[src/rtl/hdb3_pkg.sv]
// hdb3_pkg
// Shared definitions for the HDB3 encoder chain.
//   - Input symbol codes produced by the B-insertion stage.
//   - Line codes driven towards the line interface.
//   - Polarity type used to remember the sign of the last pulse.
//   - Small helpers that map a polarity onto a line code.

package hdb3_pkg;

  // Symbols arriving from the B-insertion stage
  localparam logic [1:0] SYM_ZERO = 2'b00;
  localparam logic [1:0] SYM_ONE  = 2'b01;
  localparam logic [1:0] SYM_B    = 2'b10;
  localparam logic [1:0] SYM_V    = 2'b11;

  // Signed line codes; 2'b10 is never produced
  localparam logic [1:0] LINE_ZERO = 2'b00;
  localparam logic [1:0] LINE_POS  = 2'b01;
  localparam logic [1:0] LINE_NEG  = 2'b11;

  // Encoded so that a 1-bit INIT_POS parameter casts directly onto it
  typedef enum logic {
    POL_NEG = 1'b0,
    POL_POS = 1'b1
  } pol_t;

  function automatic pol_t pol_flip(input pol_t p);
    return (p == POL_POS) ? POL_NEG : POL_POS;
  endfunction

  function automatic logic [1:0] pol_to_line(input pol_t p);
    return (p == POL_POS) ? LINE_POS : LINE_NEG;
  endfunction

endpackage

[src/rtl/hdb3_rds_mon.sv]
// hdb3_rds_mon
// Running-digital-sum monitor for the HDB3 line output.
// Accumulates +1 for every positive pulse and -1 for every negative pulse,
// saturating at the signed limits of an RDS_W-bit counter, and flags when
// the magnitude of the sum exceeds RDS_LIMIT.
//
// Ports:
//   clk        input   clock, rising edge
//   rst_n      input   asynchronous active-low reset
//   pos_pulse  input   a positive pulse is being registered on the line this edge
//   neg_pulse  input   a negative pulse is being registered on the line this edge
//   dc_err     output  registered, high while |rds| > RDS_LIMIT
//
// The counter is updated on the same edge as the line output it accounts
// for, so dc_err lines up with the pulse that pushes the sum over the limit.

module hdb3_rds_mon #(
  parameter int RDS_W     = 4,
  parameter int RDS_LIMIT = 2
) (
  input  logic clk,
  input  logic rst_n,
  input  logic pos_pulse,
  input  logic neg_pulse,
  output logic dc_err
);

  localparam int RDS_MAX = (2 ** (RDS_W - 1)) - 1;
  localparam int RDS_MIN = -(2 ** (RDS_W - 1));

  logic signed [RDS_W-1:0] rds;
  logic signed [RDS_W-1:0] rds_next;
  logic                    dc_err_next;
  int                      sum;
  int                      mag;

  // Work in a wide integer so the saturation compare and the magnitude of
  // the most negative value cannot overflow.
  always_comb begin
    sum = int'(rds);
    if (pos_pulse) begin
      sum = sum + 1;
    end else if (neg_pulse) begin
      sum = sum - 1;
    end
    if (sum > RDS_MAX) begin
      sum = RDS_MAX;
    end else if (sum < RDS_MIN) begin
      sum = RDS_MIN;
    end
    mag         = (sum < 0) ? -sum : sum;
    rds_next    = sum[RDS_W-1:0];
    dc_err_next = (mag > RDS_LIMIT);
  end

  always_ff @(posedge clk or negedge rst_n) begin
    if (!rst_n) begin
      rds    <= '0;
      dc_err <= 1'b0;
    end else begin
      rds    <= rds_next;
      dc_err <= dc_err_next;
    end
  end

endmodule

[src/rtl/hdb3_polarity.sv]
// hdb3_polarity
// Final stage of the HDB3 encoder: assigns line polarity to each symbol
// coming out of the B-insertion stage.
//   - marks and B pulses alternate (AMI);
//   - V pulses repeat the polarity of the previous pulse;
//   - successive V pulses are checked for alternation.
//
// Ports:
//   clk          input   clock, rising edge
//   rst_n        input   asynchronous active-low reset
//   data_plug_b  input   [1:0] 00 zero, 01 mark, 11 V, 10 B
//   data_hdb3    output  [1:0] 00 zero, 01 positive, 11 negative
//   hdb3_p       output  positive rail
//   hdb3_n       output  negative rail
//   v_err        output  one-cycle pulse when a V repeats the previous V polarity
//   dc_err       output  only with HDB3_DC_MON_EN: |running digital sum| > RDS_LIMIT
//
// Build option: define HDB3_DC_MON_EN to add the running-digital-sum
// monitor (hdb3_rds_mon) and the dc_err port.
//
// All outputs are registered; a symbol sampled on edge n is visible on the
// outputs right after edge n.

module hdb3_polarity
  import hdb3_pkg::*;
#(
  parameter bit INIT_POS  = 1'b0,
  parameter int RDS_W     = 4,
  parameter int RDS_LIMIT = 2
) (
  input  logic       clk,
  input  logic       rst_n,
  input  logic [1:0] data_plug_b,
  output logic [1:0] data_hdb3,
  output logic       hdb3_p,
  output logic       hdb3_n,
  output logic       v_err
`ifdef HDB3_DC_MON_EN
  ,
  output logic       dc_err
`endif
);

  // Polarity of the last emitted pulse; this is the two-state FSM
  pol_t       last_pol;
  pol_t       last_pol_next;

  // V alternation history
  logic       v_seen;
  logic       v_seen_next;
  pol_t       last_v_pol;
  pol_t       last_v_pol_next;

  logic [1:0] line_next;
  logic       v_err_next;

  // Next-state and next-output decode for one input symbol
  always_comb begin
    last_pol_next   = last_pol;
    v_seen_next     = v_seen;
    last_v_pol_next = last_v_pol;
    line_next       = LINE_ZERO;
    v_err_next      = 1'b0;
    case (data_plug_b)
      SYM_ONE, SYM_B: begin
        last_pol_next = pol_flip(last_pol);
        line_next     = pol_to_line(pol_flip(last_pol));
      end
      SYM_V: begin
        // A V repeats the last pulse polarity and must oppose the previous V
        line_next       = pol_to_line(last_pol);
        v_err_next      = v_seen && (last_pol == last_v_pol);
        last_v_pol_next = last_pol;
        v_seen_next     = 1'b1;
      end
      default: begin
        line_next = LINE_ZERO;
      end
    endcase
  end

  // State and output registers; reset drops all polarity history
  always_ff @(posedge clk or negedge rst_n) begin
    if (!rst_n) begin
      last_pol   <= pol_t'(INIT_POS);
      v_seen     <= 1'b0;
      last_v_pol <= POL_NEG;
      data_hdb3  <= LINE_ZERO;
      hdb3_p     <= 1'b0;
      hdb3_n     <= 1'b0;
      v_err      <= 1'b0;
    end else begin
      last_pol   <= last_pol_next;
      v_seen     <= v_seen_next;
      last_v_pol <= last_v_pol_next;
      data_hdb3  <= line_next;
      hdb3_p     <= (line_next == LINE_POS);
      hdb3_n     <= (line_next == LINE_NEG);
      v_err      <= v_err_next;
    end
  end

`ifdef HDB3_DC_MON_EN
  hdb3_rds_mon #(
    .RDS_W     (RDS_W),
    .RDS_LIMIT (RDS_LIMIT)
  ) u_rds_mon (
    .clk       (clk),
    .rst_n     (rst_n),
    .pos_pulse (line_next == LINE_POS),
    .neg_pulse (line_next == LINE_NEG),
    .dc_err    (dc_err)
  );
`else
  // The DC monitor parameters only matter when the monitor is built
  logic unused_rds_cfg;
  assign unused_rds_cfg = ^{RDS_W[0], RDS_LIMIT[0]};
`endif

endmodule

[config.mk]
export PLATFORM = sky130hd
export DESIGN_NAME = hdb3_polarity
export DESIGN_NICKNAME = d
export VERILOG_FILES = /design/src/rtl/hdb3_pkg.sv /design/src/rtl/hdb3_rds_mon.sv /design/src/rtl/hdb3_polarity.sv
export SDC_FILE = /design/constraint.sdc
export NUM_CORES = 1
export LEC_CHECK = 0
export ABC_AREA = 1
export CAP_MARGIN = 10
export CELL_PAD_IN_SITES_DETAIL_PLACEMENT = 0
export CELL_PAD_IN_SITES_GLOBAL_PLACEMENT = 1
export CORE_AREA = 3 3 40 42
export CTS_BUF_LIST = sky130_fd_sc_hd__clkbuf_8
export DETAILED_ROUTE_END_ITERATION = 8
export DIE_AREA = 0 0 43 45
export PLACE_DENSITY = 0.66
export RECOVER_POWER = 25
export SETUP_SLACK_MARGIN = 0.1
export SLEW_MARGIN = 5
export SYNTH_ARGS = -nofsm -noshare
export SYNTH_HDL_FRONTEND = slang
export SYNTH_SLANG_ARGS = --single-unit
[constraint.sdc]
create_clock -name clk -period 0.8 [get_ports clk]
set_input_delay 0.16 -clock clk [delete_from_list [all_inputs] [get_ports clk]]
set_output_delay 0.16 -clock clk [all_outputs]
set_load 0.01 [all_outputs]
# Word-level counts from Yosys, hierarchy flattened
# Index checks and enable logic that the tools add are counted.
[totals] register_bits=8 inputBits=4 word_cells=20
[op_classes] n_eq_ne=6 n_reduce_logical=2 n_mux=5
[ops] op="2-bit equality test, second input constant" count=3
[ops] op="2-bit by 1-bit equality test with 1-bit output, second input constant" count=2
[ops] op="2-bit 2-to-1 mux" count=2
[ops] op="2-bit one-hot mux with 2 select lines" count=1
[ops] op="1-bit 2-to-1 mux" count=2
[ops] op="2-bit OR reduction" count=1
[ops] op="1-bit equality test" count=1
[ops] op="1-bit logical AND" count=1

# Logic depth before layout (Yosys ltp)
[depth] word_depth=4 depth_mapped=5 mapped_depth_nobuf=5

# Least setup slack after synthesis
# No wires, ideal clock.
[synth_path] path_type="in2reg" start="input port data_plug_b[0]" end="register v_seen" setup_ns=0.127 t_required_ns=0.673 path_stages=2 slack_ns=0.031 arrival_time_ns=0.642 cell_sequence="ha_1 -> or2_2"
[synth_via] elab_chain_cells=1
[synth_rtl] item="start, declared" line="hdb3_polarity.sv:33" text="input logic [1:0] data_plug_b,"
[synth_rtl] item="2-bit equality test" line="hdb3_polarity.sv:64" text="case (data_plug_b)"
[synth_rtl] item="end signal, assigned" line="hdb3_polarity.sv:94" text="v_seen <= v_seen_next;"
[synth_rtl] item="end, declared" line="hdb3_polarity.sv:49" text="logic v_seen;"
# No other way between the ends.
# A chain may end at the register's enable or synchronous reset.

# Worst setup path in the final report
[layout_path] start="register data_hdb3[1]" end="output port data_hdb3[1]"
[layout_rtl] item="start, declared" line="hdb3_polarity.sv:34" text="output logic [1:0] data_hdb3,"
[layout_rtl] item="start signal, assigned" line="hdb3_polarity.sv:96" text="data_hdb3 <= line_next;"
# No word-level cell between the ends.

==> results_dict.tcl <==
set metrics [dict create \
    fin_ws_ps -85.8 \
    r2r_setup_slack_ps 40 \
    worst_path_dominant_cell_family "flip-flops" \
    synth-seq-area-share_pct 60.3 \
    tightestPinTransition_ps 328 \
    cts_tree "yes" \
    synth_seq_cells 7 \
    vias 201 \
    p_leak_uw 0.000212 \
    max-vdd-ir-drop_mv 0.832 \
    overflow 0 \
    syn-num-nets 33 \
    end_kind "output port" \
    numClockSinks 7 \
    insertion_delay_ps 220 \
    track_usage_pct 6.46 \
    postRouteAntennaNets 0 \
    wl_per_cell_um 8.87 \
    dp.cells 49 \
    syn_inst 27 \
    fp-row-count 13 \
    hold_viol_final 0 \
    worstHoldPathType "in -> async" \
    instances_no_fill 53 \
    diodes 0 \
    final_common_cell "dfrtp_1" \
    skew_ps 1.12 \
    worst-path-buf-inv 1 \
    drc 0 \
    reg2regPathDepth 3 \
    finalSetupViolCount 5 \
    die_x_um 43 \
    r2r_start "last_pol" \
    grt_setup_unrepaired "true" \
    crit_path_max_incr_delay_ps 360 \
    start_kind "flop" \
    first_pass_iters 1 \
    mostFrequentLayoutCells "dfrtp_1 (7), nand2_1 (5), buf_2 (5)" \
    finalWeightedCongestion 0.698 \
    ios 9 \
    cp.depth 1 \
    start_util_pct 22.6 \
    drive_gt1_share_pct 44.7 \
    dieArea_um2 1940 \
    ys_types 12 \
    die_h_um 45 \
    clock_path_buffers 2 \
    drt_iter0_markers 0 \
    crit_type "reg -> out" \
    routed_via_density 3.79 \
    io_buffers 8 \
    cp-endpoint "data_hdb3[1]" \
    startpoint "data_hdb3[1]" \
    synthToLayoutAreaGrowth_pct 44.8 \
    fmax_ghz 1.13 \
    ys_warn_count 0 \
    cp_max_fo 2 \
    synth_area_um2 290 \
    fillers 138 \
    violations "setup timing" \
    cts_buffers 3 \
    finalMaxSlewViolations 0 \
    timing.slew.headroom_pct 78.1 \
    grt_pass1_vias 190 \
    powerDensity_nw_per_um2 3050 \
    antenna_found_initial 0 \
    worstPathArrival_ps 730 \
    wl_um 470 \
    postCtsSetupRepairBufs 0 \
    drv_cap 0 \
    nNetsFinal 45 \
    worstPathRequired_ps 640 \
    finalCritPeriodShare_pct 111 \
    grt_first_pass_wirelength_um 786 \
    setup_tns_ps -371 \
    fin_crit_ps 886 \
    timing.rr.end "last_v_pol" \
    coreArea_um2 1280 \
    cts_root_buf "clkbuf_8" \
    syn_avg_cell_area_um2 10.8 \
    cts.clk_slew.worst_paths_ps 40 \
    crit_chain "buf_2" \
    holdWs_ps 268 \
    cp_slowest_cell "dfrtp_1" \
    grt_max_degree 8 \
    htree_num_levels 1 \
    status "finished, violations left" \
]
metal layers:
layer / share of wire [%] / global-route usage (%) / up-vias
met1: 39 / 6.90 / 89
met4: 5.7 / 9.04 / 0
met5: 0 / 0 / -
li1: - / - / 98
met2: 42 / 8.08 / 10
met3: 13 / 2.79 / 4
state kept, by name, indices dropped and copies added, names as in the netlist:
name and flops:
data_hdb3 2, hdb3_p 1, last_pol 1, last_v_pol 1, v_err 1, v_seen 1
layout make-up:
type	count	area [um2]	area share [%]
clock buffers	3	41.3	9.82
flip-flops and latches	7	175	41.7
multi-input cells	14	106	25.3
clock inverters	1	3.75	0.893
well taps	15	18.8	4.46
repair buffers	8	56.3	13.4
inverters	5	18.8	4.46
synth_stat cells, drive strengths merged:
cell type | number | area share [%]
dfrtp | 7 | 60
nand2 | 7 | 11
inv | 5 | 6.5
ha | 2 | 8.6
nor2 | 2 | 3.4
buf | 1 | 2.6
o21a | 1 | 2.6
or2 | 1 | 2.2
xor2 | 1 | 3.0
through the flow:
step	area, um2	util (%)	total power (uW)	setup WS [ps]
after CTS	420	32.7	1300	-96.0
after detailed placement	399	31.1	883	-458
final	420	32.7	1280	-85.8
after global placement	399	31.1	870	-448
after global routing	420	32.7	1370	-116
after floorplan	308	-	723	83.4
where the power goes:
group / total, uW / switching, uW / internal, uW
clock network: 483 / 151 / 332
registers: 506 / 58.6 / 448
logic: 295 / 161 / 134
total: 1280 / 371 / 913
repair_timing:
item | in CTS | in global routing
hold buffers | 0 | 0
gates resized for setup | 26 | 0
pin swaps | 2 | 1
setup endpoints to repair | 12 | 11
kinds of logic after synthesis:
logic type               after synthesis  synth area share, %
AO/OA/AOI/OAI                          1                 2.59
XOR/XNOR                               1                 3.02
adder cells (fa/ha/maj)                2                 8.62
buffers and inverters                  6                 9.05
flip-flops                             7                 60.3
AND/OR/NAND/NOR                       10                 16.4
worst min-delay path by stage:
stage,endpoint,slack (ps),start
floorplan,data_hdb3[0],-140,rst_n
global route,v_err,300,rst_n
finish,last_pol,270,rst_n
CTS,last_pol,210,rst_n
detailed placement,v_err,450,rst_n
global placement,v_err,440,rst_n
(Power assumes the default switching activity.)
